--- config.mk ---
export PLATFORM = sky130hd
export DESIGN_NAME = des_decrypt_core
export DESIGN_NICKNAME = d
export VERILOG_FILES = /design/src/rtl/des_pkg.sv /design/src/rtl/des_key_sched_rev.sv /design/src/rtl/s_function.sv /design/src/rtl/des_decrypt_core.sv
export SDC_FILE = /design/constraint.sdc
export NUM_CORES = 1
export LEC_CHECK = 0
export CORE_ASPECT_RATIO = 1.25
export CORE_MARGIN = 2
export CORE_UTILIZATION = 43
export DETAILED_ROUTE_END_ITERATION = 6
export PLACE_DENSITY = 0.65
export SYNTH_ARGS = -nofsm -noshare
export SYNTH_HDL_FRONTEND = slang
export SYNTH_SLANG_ARGS = --single-unit
export TNS_END_PERCENT = 5
--- constraint.sdc ---
create_clock -name clk -period 4.3 [get_ports clk]
set_clock_uncertainty 0.1 [all_clocks]
set_input_delay 0.86 -clock clk [delete_from_list [all_inputs] [get_ports clk]]
set_output_delay 0.86 -clock clk [all_outputs]
set_load 0.05 [all_outputs]
--- src/rtl/des_pkg.sv ---
// Shared DES tables, decrypt rotation schedule, FSM state type and width constants.
// Bit 63 of a 64-bit word is DES bit 1; table entries are 1-based DES bit positions.
package des_pkg;

  localparam int BLOCK_W  = 64;
  localparam int HALF_W   = 32;
  localparam int SUBKEY_W = 48;
  localparam int CD_W     = 28;
  localparam int ROUNDS   = 16;

  typedef enum logic [1:0] {IDLE, ROUND, DONE} state_e;

  localparam int IP_T [64] = '{
    58, 50, 42, 34, 26, 18, 10, 2,  60, 52, 44, 36, 28, 20, 12, 4,
    62, 54, 46, 38, 30, 22, 14, 6,  64, 56, 48, 40, 32, 24, 16, 8,
    57, 49, 41, 33, 25, 17,  9, 1,  59, 51, 43, 35, 27, 19, 11, 3,
    61, 53, 45, 37, 29, 21, 13, 5,  63, 55, 47, 39, 31, 23, 15, 7};

  localparam int FP_T [64] = '{
    40, 8, 48, 16, 56, 24, 64, 32,  39, 7, 47, 15, 55, 23, 63, 31,
    38, 6, 46, 14, 54, 22, 62, 30,  37, 5, 45, 13, 53, 21, 61, 29,
    36, 4, 44, 12, 52, 20, 60, 28,  35, 3, 43, 11, 51, 19, 59, 27,
    34, 2, 42, 10, 50, 18, 58, 26,  33, 1, 41,  9, 49, 17, 57, 25};

  localparam int E_T [48] = '{
    32,  1,  2,  3,  4,  5,   4,  5,  6,  7,  8,  9,
     8,  9, 10, 11, 12, 13,  12, 13, 14, 15, 16, 17,
    16, 17, 18, 19, 20, 21,  20, 21, 22, 23, 24, 25,
    24, 25, 26, 27, 28, 29,  28, 29, 30, 31, 32,  1};

  localparam int P_T [32] = '{
    16,  7, 20, 21, 29, 12, 28, 17,   1, 15, 23, 26,  5, 18, 31, 10,
     2,  8, 24, 14, 32, 27,  3,  9,  19, 13, 30,  6, 22, 11,  4, 25};

  localparam int PC1_T [56] = '{
    57, 49, 41, 33, 25, 17,  9,   1, 58, 50, 42, 34, 26, 18,
    10,  2, 59, 51, 43, 35, 27,  19, 11,  3, 60, 52, 44, 36,
    63, 55, 47, 39, 31, 23, 15,   7, 62, 54, 46, 38, 30, 22,
    14,  6, 61, 53, 45, 37, 29,  21, 13,  5, 28, 20, 12,  4};

  localparam int PC2_T [48] = '{
    14, 17, 11, 24,  1,  5,   3, 28, 15,  6, 21, 10,
    23, 19, 12,  4, 26,  8,  16,  7, 27, 20, 13,  2,
    41, 52, 31, 37, 47, 55,  30, 40, 51, 45, 33, 48,
    44, 49, 39, 56, 34, 53,  46, 42, 50, 36, 29, 32};

  // Right-rotation before decrypt round j (index j-1); undoes the encrypt left shifts.
  localparam logic [1:0] ROT_T [16] = '{
    2'd0, 2'd1, 2'd2, 2'd2, 2'd2, 2'd2, 2'd2, 2'd2,
    2'd1, 2'd2, 2'd2, 2'd2, 2'd2, 2'd2, 2'd2, 2'd1};

  function automatic logic [BLOCK_W-1:0] ip_f(input logic [BLOCK_W-1:0] x);
    logic [BLOCK_W-1:0] y;
    y = '0;
    for (int i = 0; i < 64; i++) y[63-i] = x[64-IP_T[i]];
    return y;
  endfunction

  function automatic logic [BLOCK_W-1:0] fp_f(input logic [BLOCK_W-1:0] x);
    logic [BLOCK_W-1:0] y;
    y = '0;
    for (int i = 0; i < 64; i++) y[63-i] = x[64-FP_T[i]];
    return y;
  endfunction

  function automatic logic [SUBKEY_W-1:0] e_f(input logic [HALF_W-1:0] x);
    logic [SUBKEY_W-1:0] y;
    y = '0;
    for (int i = 0; i < 48; i++) y[47-i] = x[32-E_T[i]];
    return y;
  endfunction

  function automatic logic [HALF_W-1:0] p_f(input logic [HALF_W-1:0] x);
    logic [HALF_W-1:0] y;
    y = '0;
    for (int i = 0; i < 32; i++) y[31-i] = x[32-P_T[i]];
    return y;
  endfunction

  function automatic logic [2*CD_W-1:0] pc1_f(input logic [BLOCK_W-1:0] x);
    logic [2*CD_W-1:0] y;
    y = '0;
    for (int i = 0; i < 56; i++) y[55-i] = x[64-PC1_T[i]];
    return y;
  endfunction

  function automatic logic [SUBKEY_W-1:0] pc2_f(input logic [2*CD_W-1:0] x);
    logic [SUBKEY_W-1:0] y;
    y = '0;
    for (int i = 0; i < 48; i++) y[47-i] = x[56-PC2_T[i]];
    return y;
  endfunction

  function automatic logic [CD_W-1:0] ror_cd(input logic [CD_W-1:0] x, input logic [1:0] n);
    case (n)
      2'd1:    return {x[0], x[CD_W-1:1]};
      2'd2:    return {x[1:0], x[CD_W-1:2]};
      default: return x;
    endcase
  endfunction

  // High when any key byte has even parity.
  function automatic logic key_par_bad(input logic [BLOCK_W-1:0] k);
    logic bad;
    bad = 1'b0;
    for (int b = 0; b < 8; b++) if (!(^k[8*b +: 8])) bad = 1'b1;
    return bad;
  endfunction

endpackage

--- src/rtl/des_key_sched_rev.sv ---
// Reverse DES key schedule: C/D registers rotated right, yielding K16 first.
// Subkeys are combinational from C/D and the completed-round count; C/D advance on step_i.
module des_key_sched_rev
  import des_pkg::*;
#(
  parameter int ROUNDS_PER_CYCLE = 1
) (
  input  logic                                     clk,
  input  logic                                     rst,
  input  logic                                     load_i,
  input  logic [2*CD_W-1:0]                        pc1_i,
  input  logic                                     step_i,
  input  logic [3:0]                               rnd_i,
  output logic [ROUNDS_PER_CYCLE-1:0][SUBKEY_W-1:0] subkey_o
);

  logic [CD_W-1:0] c_q, d_q, c_d, d_d;
  logic [CD_W-1:0] c_r, d_r;
  logic [3:0]      j_r;

  always_comb begin
    c_r      = c_q;
    d_r      = d_q;
    j_r      = '0;
    subkey_o = '0;
    for (int k = 0; k < ROUNDS_PER_CYCLE; k++) begin
      j_r         = rnd_i + 4'(k);
      c_r         = ror_cd(c_r, ROT_T[j_r]);
      d_r         = ror_cd(d_r, ROT_T[j_r]);
      subkey_o[k] = pc2_f({c_r, d_r});
    end
    c_d = c_q;
    d_d = d_q;
    if (load_i) begin
      {c_d, d_d} = pc1_i;
    end else if (step_i) begin
      c_d = c_r;
      d_d = d_r;
    end
  end

  always_ff @(posedge clk) begin
    if (rst) begin
      c_q <= '0;
      d_q <= '0;
    end else begin
      c_q <= c_d;
      d_q <= d_d;
    end
  end

endmodule

--- src/rtl/s_function.sv ---
// DES S-box layer: 48-bit input to 32-bit output, purely combinational.
// Zero latency; no flow control.
module s_function (
  input  logic [47:0] x_i,
  output logic [31:0] y_o
);

  // Row-major per box: index = {b1, b6, b2..b5}.
  localparam logic [3:0] SBOX [8][64] = '{
    '{4'd14,4'd4,4'd13,4'd1,4'd2,4'd15,4'd11,4'd8,4'd3,4'd10,4'd6,4'd12,4'd5,4'd9,4'd0,4'd7,
      4'd0,4'd15,4'd7,4'd4,4'd14,4'd2,4'd13,4'd1,4'd10,4'd6,4'd12,4'd11,4'd9,4'd5,4'd3,4'd8,
      4'd4,4'd1,4'd14,4'd8,4'd13,4'd6,4'd2,4'd11,4'd15,4'd12,4'd9,4'd7,4'd3,4'd10,4'd5,4'd0,
      4'd15,4'd12,4'd8,4'd2,4'd4,4'd9,4'd1,4'd7,4'd5,4'd11,4'd3,4'd14,4'd10,4'd0,4'd6,4'd13},
    '{4'd15,4'd1,4'd8,4'd14,4'd6,4'd11,4'd3,4'd4,4'd9,4'd7,4'd2,4'd13,4'd12,4'd0,4'd5,4'd10,
      4'd3,4'd13,4'd4,4'd7,4'd15,4'd2,4'd8,4'd14,4'd12,4'd0,4'd1,4'd10,4'd6,4'd9,4'd11,4'd5,
      4'd0,4'd14,4'd7,4'd11,4'd10,4'd4,4'd13,4'd1,4'd5,4'd8,4'd12,4'd6,4'd9,4'd3,4'd2,4'd15,
      4'd13,4'd8,4'd10,4'd1,4'd3,4'd15,4'd4,4'd2,4'd11,4'd6,4'd7,4'd12,4'd0,4'd5,4'd14,4'd9},
    '{4'd10,4'd0,4'd9,4'd14,4'd6,4'd3,4'd15,4'd5,4'd1,4'd13,4'd12,4'd7,4'd11,4'd4,4'd2,4'd8,
      4'd13,4'd7,4'd0,4'd9,4'd3,4'd4,4'd6,4'd10,4'd2,4'd8,4'd5,4'd14,4'd12,4'd11,4'd15,4'd1,
      4'd13,4'd6,4'd4,4'd9,4'd8,4'd15,4'd3,4'd0,4'd11,4'd1,4'd2,4'd12,4'd5,4'd10,4'd14,4'd7,
      4'd1,4'd10,4'd13,4'd0,4'd6,4'd9,4'd8,4'd7,4'd4,4'd15,4'd14,4'd3,4'd11,4'd5,4'd2,4'd12},
    '{4'd7,4'd13,4'd14,4'd3,4'd0,4'd6,4'd9,4'd10,4'd1,4'd2,4'd8,4'd5,4'd11,4'd12,4'd4,4'd15,
      4'd13,4'd8,4'd11,4'd5,4'd6,4'd15,4'd0,4'd3,4'd4,4'd7,4'd2,4'd12,4'd1,4'd10,4'd14,4'd9,
      4'd10,4'd6,4'd9,4'd0,4'd12,4'd11,4'd7,4'd13,4'd15,4'd1,4'd3,4'd14,4'd5,4'd2,4'd8,4'd4,
      4'd3,4'd15,4'd0,4'd6,4'd10,4'd1,4'd13,4'd8,4'd9,4'd4,4'd5,4'd11,4'd12,4'd7,4'd2,4'd14},
    '{4'd2,4'd12,4'd4,4'd1,4'd7,4'd10,4'd11,4'd6,4'd8,4'd5,4'd3,4'd15,4'd13,4'd0,4'd14,4'd9,
      4'd14,4'd11,4'd2,4'd12,4'd4,4'd7,4'd13,4'd1,4'd5,4'd0,4'd15,4'd10,4'd3,4'd9,4'd8,4'd6,
      4'd4,4'd2,4'd1,4'd11,4'd10,4'd13,4'd7,4'd8,4'd15,4'd9,4'd12,4'd5,4'd6,4'd3,4'd0,4'd14,
      4'd11,4'd8,4'd12,4'd7,4'd1,4'd14,4'd2,4'd13,4'd6,4'd15,4'd0,4'd9,4'd10,4'd4,4'd5,4'd3},
    '{4'd12,4'd1,4'd10,4'd15,4'd9,4'd2,4'd6,4'd8,4'd0,4'd13,4'd3,4'd4,4'd14,4'd7,4'd5,4'd11,
      4'd10,4'd15,4'd4,4'd2,4'd7,4'd12,4'd9,4'd5,4'd6,4'd1,4'd13,4'd14,4'd0,4'd11,4'd3,4'd8,
      4'd9,4'd14,4'd15,4'd5,4'd2,4'd8,4'd12,4'd3,4'd7,4'd0,4'd4,4'd10,4'd1,4'd13,4'd11,4'd6,
      4'd4,4'd3,4'd2,4'd12,4'd9,4'd5,4'd15,4'd10,4'd11,4'd14,4'd1,4'd7,4'd6,4'd0,4'd8,4'd13},
    '{4'd4,4'd11,4'd2,4'd14,4'd15,4'd0,4'd8,4'd13,4'd3,4'd12,4'd9,4'd7,4'd5,4'd10,4'd6,4'd1,
      4'd13,4'd0,4'd11,4'd7,4'd4,4'd9,4'd1,4'd10,4'd14,4'd3,4'd5,4'd12,4'd2,4'd15,4'd8,4'd6,
      4'd1,4'd4,4'd11,4'd13,4'd12,4'd3,4'd7,4'd14,4'd10,4'd15,4'd6,4'd8,4'd0,4'd5,4'd9,4'd2,
      4'd6,4'd11,4'd13,4'd8,4'd1,4'd4,4'd10,4'd7,4'd9,4'd5,4'd0,4'd15,4'd14,4'd2,4'd3,4'd12},
    '{4'd13,4'd2,4'd8,4'd4,4'd6,4'd15,4'd11,4'd1,4'd10,4'd9,4'd3,4'd14,4'd5,4'd0,4'd12,4'd7,
      4'd1,4'd15,4'd13,4'd8,4'd10,4'd3,4'd7,4'd4,4'd12,4'd5,4'd6,4'd11,4'd0,4'd14,4'd9,4'd2,
      4'd7,4'd11,4'd4,4'd1,4'd9,4'd12,4'd14,4'd2,4'd0,4'd6,4'd10,4'd13,4'd15,4'd3,4'd5,4'd8,
      4'd2,4'd1,4'd14,4'd7,4'd4,4'd10,4'd8,4'd13,4'd15,4'd12,4'd9,4'd0,4'd3,4'd5,4'd6,4'd11}};

  always_comb begin
    y_o = '0;
    for (int i = 0; i < 8; i++) begin
      y_o[31-4*i -: 4] = SBOX[i][{x_i[47-6*i], x_i[42-6*i], x_i[46-6*i -: 4]}];
    end
  end

endmodule

--- src/rtl/des_decrypt_core.sv ---
// Iterative DES decryption, ROUNDS_PER_CYCLE rounds/clock; out_valid 16/ROUNDS_PER_CYCLE cycles after accept.
// One block in flight; plaintext held until out_ready. DES_DEC_KEY_PARITY_EN adds key_err.
module des_decrypt_core
  import des_pkg::*;
#(
  parameter int ROUNDS_PER_CYCLE = 1
) (
  input  logic               clk,
  input  logic               rst,
  input  logic               in_valid,
  output logic               in_ready,
  input  logic [BLOCK_W-1:0] in_data,
  input  logic [BLOCK_W-1:0] in_key,
  output logic               out_valid,
  input  logic               out_ready,
  output logic [BLOCK_W-1:0] out_data,
  output logic               busy
`ifdef DES_DEC_KEY_PARITY_EN
  ,
  output logic               key_err
`endif
);

  if (ROUNDS_PER_CYCLE != 1 && ROUNDS_PER_CYCLE != 2 && ROUNDS_PER_CYCLE != 4 &&
      ROUNDS_PER_CYCLE != 8 && ROUNDS_PER_CYCLE != 16) begin : g_bad_rpc
    $error("ROUNDS_PER_CYCLE must be 1, 2, 4, 8 or 16");
  end

  localparam logic [4:0] STEP = 5'(ROUNDS_PER_CYCLE);

  state_e             state_q, state_d;
  logic [4:0]         cnt_q, cnt_d, cnt_nxt;
  logic [HALF_W-1:0]  l_q, r_q, l_d, r_d, l_fin, r_fin;
  logic [BLOCK_W-1:0] out_q, out_d, res_w;
  logic               accept_w, last_w;
  logic [ROUNDS_PER_CYCLE-1:0][SUBKEY_W-1:0] subkey_w;

  assign accept_w = in_valid && (state_q == IDLE);
  assign cnt_nxt  = cnt_q + STEP;
  assign last_w   = (cnt_nxt == 5'(ROUNDS));

  des_key_sched_rev #(.ROUNDS_PER_CYCLE(ROUNDS_PER_CYCLE)) u_ksched (
    .clk      (clk),
    .rst      (rst),
    .load_i   (accept_w),
    .pc1_i    (pc1_f(in_key)),
    .step_i   (state_q == ROUND),
    .rnd_i    (cnt_q[3:0]),
    .subkey_o (subkey_w)
  );

  // Unrolled Feistel chain for the rounds performed this cycle.
  for (genvar k = 0; k < ROUNDS_PER_CYCLE; k++) begin : g_rnd
    logic [HALF_W-1:0]   l_in, r_in, l_out, r_out, s_out;
    logic [SUBKEY_W-1:0] s_in;
    if (k == 0) begin : g_src
      assign l_in = l_q;
      assign r_in = r_q;
    end else begin : g_src
      assign l_in = g_rnd[k-1].l_out;
      assign r_in = g_rnd[k-1].r_out;
    end
    assign s_in = e_f(r_in) ^ subkey_w[k];
    s_function u_sfn (.x_i(s_in), .y_o(s_out));
    assign l_out = r_in;
    assign r_out = l_in ^ p_f(s_out);
  end

  assign l_fin = g_rnd[ROUNDS_PER_CYCLE-1].l_out;
  assign r_fin = g_rnd[ROUNDS_PER_CYCLE-1].r_out;

`ifdef DES_DEC_KEY_PARITY_EN
  logic perr_q, key_err_q;

  always_ff @(posedge clk) begin
    if (rst) begin
      perr_q    <= 1'b0;
      key_err_q <= 1'b0;
    end else begin
      if (accept_w) perr_q <= key_par_bad(in_key);
      if (state_q == ROUND && last_w) key_err_q <= perr_q;
      else if (state_q == DONE && out_ready) key_err_q <= 1'b0;
    end
  end

  assign key_err = key_err_q;
  assign res_w   = perr_q ? '0 : fp_f({r_fin, l_fin});
`else
  assign res_w   = fp_f({r_fin, l_fin});
`endif

  always_comb begin
    state_d   = state_q;
    cnt_d     = cnt_q;
    l_d       = l_q;
    r_d       = r_q;
    out_d     = out_q;
    in_ready  = 1'b0;
    out_valid = 1'b0;
    busy      = 1'b0;
    unique case (state_q)
      IDLE: begin
        in_ready = 1'b1;
        if (in_valid) begin
          state_d    = ROUND;
          cnt_d      = '0;
          {l_d, r_d} = ip_f(in_data);
        end
      end
      ROUND: begin
        busy  = 1'b1;
        l_d   = l_fin;
        r_d   = r_fin;
        cnt_d = cnt_nxt;
        if (last_w) begin
          state_d = DONE;
          out_d   = res_w;
        end
      end
      DONE: begin
        out_valid = 1'b1;
        if (out_ready) state_d = IDLE;
      end
      default: state_d = IDLE;
    endcase
  end

  always_ff @(posedge clk) begin
    if (rst) begin
      state_q <= IDLE;
      cnt_q   <= '0;
      l_q     <= '0;
      r_q     <= '0;
      out_q   <= '0;
    end else begin
      state_q <= state_d;
      cnt_q   <= cnt_d;
      l_q     <= l_d;
      r_q     <= r_d;
      out_q   <= out_d;
    end
  end

  assign out_data = out_q;

endmodule

# ---- Yosys cells after proc, flatten, opt, wreduce, memory -nomap -nowiden
# Memory sizes are Yosys's and may differ from the RTL's.
# Cells that the tools add are included.
# Widths: inputs -> output; s select.
dict set report classes {
  mux 37
  n_eq_ne 8
  n_bitwise 11
  order_cmp 9
  add_sub_neg 1
  reduce_logical 9
}
# cell n
set ops {}
lappend ops {{$pmux 32 s2} 2}
lappend ops {{$mux 28} 4}
lappend ops {{$pmux 28 s2} 2}
lappend ops {{$mux 32} 2}
lappend ops {{$mux 4} 16}
lappend ops {{$ge 7x7->1 const B} 8}
lappend ops {{$not 6->7} 8}
lappend ops {{$xor 48x48->48} 1}
lappend ops {{$xor 32x32->32} 1}
lappend ops {{$mux 2} 5}
lappend ops {{$pmux 5 s2} 1}
lappend ops {{$ne 2x2->1 const B} 3}
lappend ops {{$pmux 2 s3} 1}
lappend ops {{$reduce_and 2->1} 3}
lappend ops {{$add 5x1->5 const B} 1}
lappend ops {{$eq 5x5->1 const B} 1}
lappend ops {{$ge 5x5->1 const B} 1}
lappend ops {{$mux 5} 1}
lappend ops {{$not 4->5} 1}
lappend ops {{$eq 2x1->1 const B} 2}
lappend ops {{$eq 2x2->1 const B} 2}
lappend ops {{$reduce_bool 2->1} 2}
lappend ops {{$mux 1} 3}
lappend ops {{$reduce_and 3->1} 1}
lappend ops {{other kinds (3)} 3}
dict set report word_totals {
  elab_cells 93
  output_inout_bits 67
  in_bits 132
  romBits 2080
  register_bits 191
  n_memories 9
}
# memory words word_bits read_ports rd_clocked_by_memory_dff wr line
set memory_table {}
lappend memory_table {{(no name shown)} 64 4 1 0 0 s_function.sv:46} ;# y_o[31-4*i -: 4] = SBOX[i][{x_i[47-6*i], x_i[42-6*i], x_i[46-6*i -: 4]}];
lappend memory_table {{(no name shown)} 64 4 1 0 0 s_function.sv:46}
lappend memory_table {{(no name shown)} 64 4 1 0 0 s_function.sv:46}
lappend memory_table {{(no name shown)} 64 4 1 0 0 s_function.sv:46}
lappend memory_table {{(no name shown)} 64 4 1 0 0 s_function.sv:46}
lappend memory_table {{(no name shown)} 64 4 1 0 0 s_function.sv:46}
lappend memory_table {{3 more memories} - - - - - -}

# ---- Longest topological paths before layout
# Gate-level depths: netlist (run 1).
dict set report logic_depth {
  ltp_word 13
  mapped_depth 22
}

# ---- By module
# From an unflattened synthesis (run 1), not the netlist that was laid out.
dict set report unflattened {
  cells_unflattened 1846
  hier_area_um2 14460.1
}
# module cells_per_inst instances seq_area_each_um2 area_per_inst_um2
set modules_own_cells {}
lappend modules_own_cells {des_decrypt_core 718 1 2702.6 6135.9}
lappend modules_own_cells {s_function 700 1 0.0 4699.5}
lappend modules_own_cells {des_key_sched_rev 428 1 1121.1 3624.7}

# ---- Least setup slack after synthesis (run 1)
# No wires, ideal clock.
dict set report synth_timing {
  path_kind {register to register}
  start {reg cnt_q[0]}
  end {reg r_q[30], in the netlist g_rnd[0].l_out[30]}
  required_ps 4097
  n_path_buf 5
  arrival_ps 4410
  setup_time_ps 103
  stages_incl_launch_ff 23
  path_slack_ps -314
  period_less_slack_ps 4614
  cell_sequence {dfxtp_1 > inv_1 > ha_1 > a21oi_1 > nor2_1 > a31oi_1 > ha_1 > buf_6 > buf_6 > buf_6 > buf_6 > buf_6 > o211a_1 > or2_1 > ha_1 > nor2b_1 > o221ai_1 > o211ai_1 > nor3_1 > a211oi_1 > or4_4 > and3_4 > a2111oi_2}
}
dict set report synth_between {
  elab_chain_cells 13
}
# element line
set synth_rtl {}
lappend synth_rtl {{start, declared} des_decrypt_core.sv:32} ;# logic [4:0] cnt_q, cnt_d, cnt_nxt;
lappend synth_rtl {{start signal, assigned} des_decrypt_core.sv:137} ;# cnt_q <= cnt_d;
lappend synth_rtl {{$not 4->5 (implied by the code) (*)} des_key_sched_rev.sv:28} ;# c_r = ror_cd(c_r, ROT_T[j_r]);
lappend synth_rtl {{$mem_v2 16x2 (*)} -}
lappend synth_rtl {{$mux 2 (implied by the code) (*) (2 in series)} des_key_sched_rev.sv:28}
lappend synth_rtl {{$eq 2x2->1 or $eq 2x1->1 (tied branches)} -}
lappend synth_rtl {{$pmux 28 s2 (*)} des_pkg.sv:95} ;# case (n)
lappend synth_rtl {{$xor 48x48->48 (*)} des_decrypt_core.sv:63} ;# assign s_in = e_f(r_in) ^ subkey_w[k];
lappend synth_rtl {{$not 6->7 (implied by the code) (*)} s_function.sv:46}
lappend synth_rtl {{$mem_v2 64x4 (*)} -}
lappend synth_rtl {{$mux 4 (implied by the code) (*) (2 in series)} s_function.sv:46}
lappend synth_rtl {{$xor 32x32->32 (*)} des_decrypt_core.sv:66} ;# assign r_out = l_in ^ p_f(s_out);
lappend synth_rtl {{$pmux 32 s2 (*)} des_decrypt_core.sv:101} ;# unique case (state_q)
lappend synth_rtl {{end signal, assigned} des_decrypt_core.sv:139} ;# r_q <= r_d;
lappend synth_rtl {{end, declared} des_decrypt_core.sv:33} ;# logic [HALF_W-1:0] l_q, r_q, l_d, r_d, l_fin, r_fin;
# Mark *: on every way between the ends. The rest lies on a longest branch, timed or not. The select of a mux whose other input is x is not followed.
# A chain may end at the register's enable or synchronous reset.

# ---- Worst setup path after layout (run 1)
dict set report layout_timing {
  start {reg cnt_q[0]}
  end {reg out_q[6], in the netlist out_data[6]}
}
dict set report layout_between {
  elab_chain_cells 12
}
# element line
set layout_rtl {}
lappend layout_rtl {{$not 4->5 (implied by the code)} des_key_sched_rev.sv:28}
lappend layout_rtl {{$mem_v2 16x2} -}
lappend layout_rtl {{$mux 2 (implied by the code) (2 in series)} des_key_sched_rev.sv:28}
lappend layout_rtl {{$eq 2x2->1 or $eq 2x1->1 (tied branches)} -}
lappend layout_rtl {{$pmux 28 s2} des_pkg.sv:95}
lappend layout_rtl {{$xor 48x48->48} des_decrypt_core.sv:63}
lappend layout_rtl {{$not 6->7 (implied by the code)} s_function.sv:46}
lappend layout_rtl {{$mem_v2 64x4} -}
lappend layout_rtl {{$mux 4 (implied by the code) (2 in series)} s_function.sv:46}
lappend layout_rtl {{$xor 32x32->32} des_decrypt_core.sv:66}
lappend layout_rtl {{end signal, assigned} des_decrypt_core.sv:140} ;# out_q <= out_d;
lappend layout_rtl {{end, declared} des_decrypt_core.sv:34} ;# logic [BLOCK_W-1:0] out_q, out_d, res_w;
# Several ways; a longest one is shown, not always the timed one. The select of a mux whose other input is x is not followed.

==> impl_metrics.csv, run 1 <==
group,metric,value,unit
detailed_routing,ant_nets,0,
pwr,ir_drop,0.000355,V
pwr,leakagePower,8.16,nW
yosys,synth.distinct_cells,107,
timing,postLayoutSetupSlackWorst,93.7,ps
min_path,hp-class,"register to register",
worst_setup_path,path_common_cell,"buf_4",
die,fp.dieH,219,um
detailed_routing,drt_iter0_drc,1674,
worst_setup_path,worst-path-max-fanout,8,
timing,worst_pin_slew,1010,ps
clock_tree,h-tree-depth,4,
detailed_routing,wl_per_cell,21.9,um
clock_tree,cts-root-buf,"clkbuf_16",
clock_tree,clk_latency,490,ps
die,die-area,0.0386,mm^2
timing,clock.fmax,0.238,GHz
timing,slew_viol_final,0,
global_routing,grt_pass1_vias,17300,
die,core_area,0.0364,mm^2
yosys,synth_edf_count,0,
timing,hold_viol_final,0,
pwr,power.density,457,mW/mm^2
die,start_util,0.437,
worst_setup_path,startpoint_type,"register",
detailed_routing,vias,18300,
global_routing,track_usage,0.322,
yosys,yosysSeqAreaShare,0.240,
detailed_routing,dr.pass1.iters,6,
detailed_routing,viasPerCell,6.21,
global_routing,grt_max_degree,107,
worst_setup_path,path_class,"register to register",
die,placementRows,78,
outcome,outcome,"finished, final reports clean",
placed_design,hpwl,48.4,mm
worst_setup_path,crit_slowest_cell,"or3_1",
yosys,syn_inst,2074,
layout,layout-drive-gt1-share,0.235,
detailed_routing,drt-met1-wl,25.7,mm
detailed_routing,wl_met3,3.33,mm
detailed_routing,routed-wl-met2,31.4,mm
yosys,ys_warn_count,0,
worst_setup_path,path_cells,"buf_4 > ha_1 > mux2i_1 > o21ai_2 > inv_1 > ha_4 > buf_6 > buf_4 > nor2b_1 > nor2_2 > xor2_2 > inv_2 > ha_4 > nor3_1 > buf_4 > or3_1 > o2111a_1 > nor3_2 > buf_4 > xor2_1 > a211oi_1",
yosys,ys_ff_latch,191,
clock_tree,clk_path_buf_depth,2,
global_routing,grt_pass1_wl,97.0,mm
yosys,syn_nets,2275,
yosys,synth-main-ff-cell,"dfxtp_1",
detailed_routing,postRouteWirelength,64.3,mm
clock_tree,clock_sinks,191,
job,maxCapViolations,0,
global_routing,antenna_found_initial,0,
layout,antenna_cells,0,
worst_setup_path,crit_required,4530,ps
timing,rsz0062_at_grt,"yes",
placed_design,port_buffers,190,
layout,final_net_count,2648,
worst_setup_path,end_kind,"register",
timing,whs,356,ps
clock_tree,numCtsBuffers,17,
clock_tree,cts_tree,"built",
placed_design,globalplace.congestion,0.966,
pwr,total_power,9.79,mW
detailed_routing,top_layer,"met4",
worst_setup_path,slowest_delay,340,ps
timing,setup_viol,0,
yosys,async_flop_share,0,
worst_setup_path,arrival,4440,ps
layout,area_growth,34.6,%
yosys,syn_area,0.0159,mm^2
clock_tree,clkTransAtPathRegs,80,ps
placed_design,post-place-ws,-168,ps
timing,period_minus_slack,4210,ps
timing,period_share,0.978,
global_routing,overflow,0,
die,die_w,176,um
clock_tree,cts_hold_buf,0,
die,ios,199,
detailed_routing,drc,0,
timing,max-slew-margin-rel,0.323,
yosys,syn_area_per_cell,7.67,um^2
==> sequential cells by signal (all words and copies together), names as in the netlist <==
signal,flops
cnt_q,5
u_ksched.d_q,28
g_rnd.l_out,32
out_data,64
state_q,2
g_rnd.l_in,32
u_ksched.c_q,28
==> power by group <==
group / internal, mW / switching (mW)
registers: 1.89 / 0.285
clock network: 0.760 / 0.821
logic: 2.72 / 3.31
total: 5.38 / 4.42
==> per-stage QoR <==
| step | instances | util | setup TNS [ps] | cell area (um^2) |
|---|---|---|---|---|
| after floorplan | 2074 | - | -321 | 15900 |
| after global placement | 2889 | 0.553 | -659 | 20100 |
| after detailed placement | 2889 | 0.553 | -1240 | 20100 |
| after CTS | 2924 | 0.571 | -29.9 | 20800 |
| after global routing | 2940 | 0.588 | -872 | 21400 |
| final | 2940 | 0.588 | 0 | 21400 |
==> metal layers <==
metal | vias up | global-route usage
met5 | - | 0
met1 | 8755 | 0.385
met3 | 153 | 0.0327
li1 | 8643 | -
met2 | 715 | 0.558
met4 | 0 | 0.192
==> cells in the mapped netlist, drive strengths merged, types with 6 or more instances <==
| cell type | count | area, um^2 |
|---|---|---|
| nand2 | 249 | 957 |
| clkbuf | 104 | 392 |
| o211ai | 59 | 448 |
| o21ai | 106 | 553 |
| a21oi | 117 | 586 |
| nand4 | 13 | 81.3 |
| a221o | 13 | 130 |
| a221oi | 78 | 818 |
| nand3 | 57 | 285 |
| and2b | 6 | 45.0 |
| a311oi | 46 | 409 |
| or2 | 10 | 62.6 |
| nor3b | 7 | 52.6 |
| o311ai | 12 | 105 |
| a21o | 12 | 90.1 |
| mux2i | 29 | 290 |
| o211a | 11 | 110 |
| a211o | 16 | 140 |
| a31o | 22 | 193 |
| dfxtp | 191 | 3820 |
| a21boi | 8 | 60.1 |
| buf | 72 | 483 |
| a22oi | 27 | 203 |
| and3 | 15 | 98.8 |
| inv | 39 | 146 |
| nor2b | 36 | 243 |
| ha | 69 | 863 |
| and2 | 6 | 37.5 |
| nor3 | 105 | 571 |
| nor4 | 18 | 125 |
| a22o | 11 | 96.3 |
| a31oi | 26 | 163 |
| o2111ai | 9 | 78.8 |
| xnor2 | 30 | 278 |
| o21a | 29 | 219 |
| or3 | 46 | 308 |
| a211oi | 52 | 405 |
| o22ai | 6 | 43.8 |
| a2111oi | 18 | 204 |
| xor2 | 16 | 155 |
| o31ai | 8 | 60.1 |
| nor2 | 193 | 748 |
| a222oi | 8 | 80.1 |
==> worst max-delay path, delay by kind of cell (launching register included) <==
family                   cells  cell delay [ps]
XOR/XNOR                     2              400
multiplexers                 1              190
AND/OR/NAND/NOR              5              990
AO/OA/AOI/OAI                3              350
buffers and inverters        7              960
flip-flops                   1              320
adder cells (fa/ha/maj)      3              760
==> layout by cell type, fill, tap and decap left out, types with 12 or more instances in the layout <==
cell,n
a21oi_1,113
nor3_2,21
o21a_1,28
a221o_1,13
o21ai_0,75
nor4_1,15
clkdlybuf4s50_1,188
nand3_1,57
a31oi_1,23
buf_4,324
nand4_1,13
nand2_1,239
nor3_1,84
clkbuf_16,18
inv_2,12
ha_1,60
mux2i_1,29
xnor2_1,24
a221oi_2,20
a211o_1,16
inv_1,23
dfxtp_1,188
o21ai_1,23
and3_1,14
a22oi_1,27
a21o_1,12
a31o_2,22
nor2b_1,31
or3_1,40
o211ai_1,58
nor2_1,186
a221oi_1,51
a311oi_1,45
a211oi_1,45
==> repair_timing <==
item	4_1_cts	5_1_grt
resized for setup	12	116
setup buffers	3	15
endpoints found under the setup margin	17	63
pin swaps	6	30
cloned	0	1
==> layout make-up <==
| cell class | instances | area, um^2 |
|---|---|---|
| Fill cell | 3350 | 15000 |
| Multi-Input combinational cell | 1668 | 11700 |
| Timing Repair Buffer | 530 | 4620 |
| Sequential cell | 191 | 3830 |
| Tap cell | 480 | 601 |
| Clock buffer | 18 | 429 |
| Inverter | 39 | 159 |
| Clock inverter | 14 | 129 |
==> final timing paths <==
| kind | startpoint | to | slack, ps | cells after the start |
|---|---|---|---|---|
| setup / recovery | cnt_q[0] | out_data[6] | 90 | 21 |
| hold / removal | out_data[47] | out_data[47] | 360 | 2 |
| setup reg to reg | cnt_q[0] | out_data[6] | 90 | 21 |
| hold reg to reg | out_data[47] | out_data[47] | 360 | 2 |
==> kinds of logic (layout without fill, tap and decap cells) <==
group,Yosys count,count (layout),share of synthesized area
and+or+nand+nor,782,782,0.238
AOI/OAI and AO/OA,736,736,0.352
buffers and inverters,215,601,0.0642
DFF,191,191,0.240
adders and majority gates,71,71,0.0556
xor gates and xnor gates,46,46,0.0272
muxes,33,33,0.0225
(Power assumes the default switching activity.)
==> run 2: changes to the inputs <==
--- a/config.mk
+++ b/config.mk
@@ -7,9 +7,11 @@
 export LEC_CHECK = 0
 export CORE_ASPECT_RATIO = 1.25
 export CORE_MARGIN = 2
-export CORE_UTILIZATION = 43
+export CORE_UTILIZATION = 52
+export CTS_BUF_LIST = sky130_fd_sc_hd__clkbuf_16
 export DETAILED_ROUTE_END_ITERATION = 6
-export PLACE_DENSITY = 0.65
+export PLACE_DENSITY = 0.76
+export SKIP_LAST_GASP = 1
 export SYNTH_ARGS = -nofsm -noshare
 export SYNTH_HDL_FRONTEND = slang
 export SYNTH_SLANG_ARGS = --single-unit
==> run 2 against run 1 <==
Compared with the run above: the flow now finishes with violations (DRC); sequential share of layout area increased by 0.23 points; non-clock buffer count is 27 lower; clock power grew 11%; largest cell class unchanged; largest power group unchanged.
==> impl_metrics.csv, run 2 (synthesis gave the netlist of run 1 again) <==
group,metric,value,unit
global_routing,track_usage,0.376,
global_routing,grt_max_degree,97,
worst_setup_path,path_class,"register to register",
clock_tree,clk_latency,480,ps
pwr,ir_drop,0.000278,V
timing,worst_pin_slew,1230,ps
detailed_routing,wl_per_cell,22.2,um
layout,nFillCells,2424,
clock_tree,clock_sinks,191,
detailed_routing,viasPerCell,6.54,
timing,period_minus_slack,4260,ps
die,die_w,160,um
clock_tree,cts-root-buf,"clkbuf_16",
die,fp.dieH,200,um
layout,mostFrequentLayoutCell,"buf_4",
worst_setup_path,crit_slowest_cell,"or3_4",
worst_setup_path,reg2reg_depth,22,
layout,largest_register_ffs,64,
placed_design,port_buffers,190,
detailed_routing,postRouteWirelength,62.9,mm
job,maxCapViolations,0,
layout,area_growth,32.9,%
worst_setup_path,end_kind,"register",
layout,mostFrequentLayoutCells,"buf_4 (303), nand2_1 (237), dfxtp_1 (189)",
detailed_routing,drt-met1-wl,24.0,mm
detailed_routing,vias,18500,
worst_setup_path,worst-path-max-fanout,9,
layout,final_net_count,2621,
worst_setup_path,startpoint_type,"register",
die,core_area,0.0301,mm^2
pwr,comb_power_share,0.596,
worst_setup_path,arrival,4550,ps
global_routing,antenna_found_initial,0,
pwr,p_int,5.35,mW
outcome,violations,"DRC",
outcome,outcome,"complete, but fails checks",
pwr,clkPwrFrac,0.180,
timing,rsz0062_at_grt,"yes",
pwr,leakagePower,8.02,nW
clock_tree,cts_tree,"built",
die,ios,199,
timing,postLayoutSetupSlackWorst,43.0,ps
detailed_routing,top_layer,"met4",
global_routing,overflow,0,
die,start_util,0.528,
die,die-area,0.0320,mm^2
layout,layout-drive-gt1-share,0.229,
worst_setup_path,slowest_delay,370,ps
worst_setup_path,path_common_cell,"buf_4",
worst_setup_path,crit_required,4590,ps
placed_design,globalplace.congestion,0.972,
detailed_routing,wl_met3,4.47,mm
timing,clock.fmax,0.235,GHz
timing,max-slew-margin-rel,0.180,
timing,whs,361,ps
timing,slew_viol_final,0,
detailed_routing,ant_nets,0,
global_routing,grt_pass1_vias,17300,
pwr,netSwitchingFraction,0.453,
clock_tree,clk_path_buf_depth,2,
placed_design,post-place-ws,-190,ps
min_path,hp-class,"register to register",
global_routing,grt_pass1_wl,95.2,mm
min_path,whs_path_depth,2,
pwr,power.switching,4.42,mW
timing,tns,0,ps
placed_design,hpwl,46.9,mm
die,placementRows,71,
pwr,power.density,462,mW/mm^2
layout,antenna_cells,0,
timing,setup_viol,0,
worst_setup_path,path_cells,"inv_1 > ha_1 > a21oi_1 > nor2_1 > a31oi_2 > ha_4 > buf_4 > buf_4 > nor2b_1 > buf_4 > or3_4 > nand2_2 > buf_4 > inv_2 > ha_1 > a21oi_2 > a21oi_1 > a211o_1 > a31oi_1 > buf_4 > xor2_2 > o31ai_1",
clock_tree,numCtsBuffers,17,
timing,hold_viol_final,0,
detailed_routing,routed-wl-met2,30.2,mm
detailed_routing,drc,10,
timing,period_share,0.990,
clock_tree,clkTransAtPathRegs,90,ps
pwr,power_frac_seq,0.224,
detailed_routing,dr.pass1.iters,7,
detailed_routing,drt_iter0_drc,1990,
clock_tree,h-tree-depth,4,
-- run 2: changes by cell type in the layout (fill, tap and decap cells not counted), sizes merged --
cell      delta
buf         -26
inv          +7
clkinv       -3
clkinvlp     -3
clkbuf       -2
-- run 2: metrics by stage --
stage / cells / power [mW] / utilization / area [um^2]
after global placement: 2791 / 7.52 / 0.658 / 19800
after CTS: 2823 / 9.37 / 0.681 / 20500
final: 2834 / 9.77 / 0.702 / 21100
after floorplan: 2074 / 5.39 / - / 15900
after detailed placement: 2791 / 7.58 / 0.658 / 19800
after global routing: 2834 / 10.3 / 0.702 / 21100
-- run 2: path summary, 6_finish.rpt --
check                                  start            to  slack [ps]
worst max-delay path                cnt_q[0]   out_data[8]          40
worst min-delay path            out_data[17]  out_data[17]         360
worst max register to register      cnt_q[0]   out_data[8]          40
worst min register to register  out_data[17]  out_data[17]         360
-- run 2: metal layers --
| metal | vias to the layer above | track usage |
|---|---|---|
| li1 | 8600 | - |
| met4 | 0 | 0.234 |
| met1 | 8805 | 0.443 |
| met5 | - | 0 |
| met2 | 932 | 0.648 |
| met3 | 211 | 0.0521 |
-- run 2: repair_timing --
action	in CTS	in global routing
hold buffers	0	0
setup endpoints to repair	33	59
buffers inserted	0	12
resized for setup	10	123
gates cloned	0	0
pin swaps	1	35
-- run 2: power groups by stage --
stage	combinational [mW]	clock [mW]	sequential (mW)
floorplan	3.36	0	2.03
global placement	5.32	0	2.20
detailed placement	5.38	0	2.20
CTS	5.43	1.77	2.16
global route	6.26	1.83	2.20
finish	5.82	1.76	2.19
-- run 2: critical path: cells and delay by family (launching register included) --
kind / cells / cell delay [ps]
XOR/XNOR: 1 / 70
AND/OR/NAND/NOR: 4 / 700
flip-flops: 1 / 330
AO/OA/AOI/OAI: 7 / 1360
buffers and inverters: 7 / 910
adder cells (fa/ha/maj): 3 / 690
-- run 2: cell type report --
type | count | area [um^2] | area share
flip-flops and latches | 191 | 3830 | 0.181
repair buffers | 503 | 4340 | 0.205
well taps | 401 | 502 | 0.0237
clock buffers | 17 | 425 | 0.0201
clock inverters | 15 | 223 | 0.0105
inverters | 39 | 153 | 0.00722
multi-input cells | 1668 | 11700 | 0.552
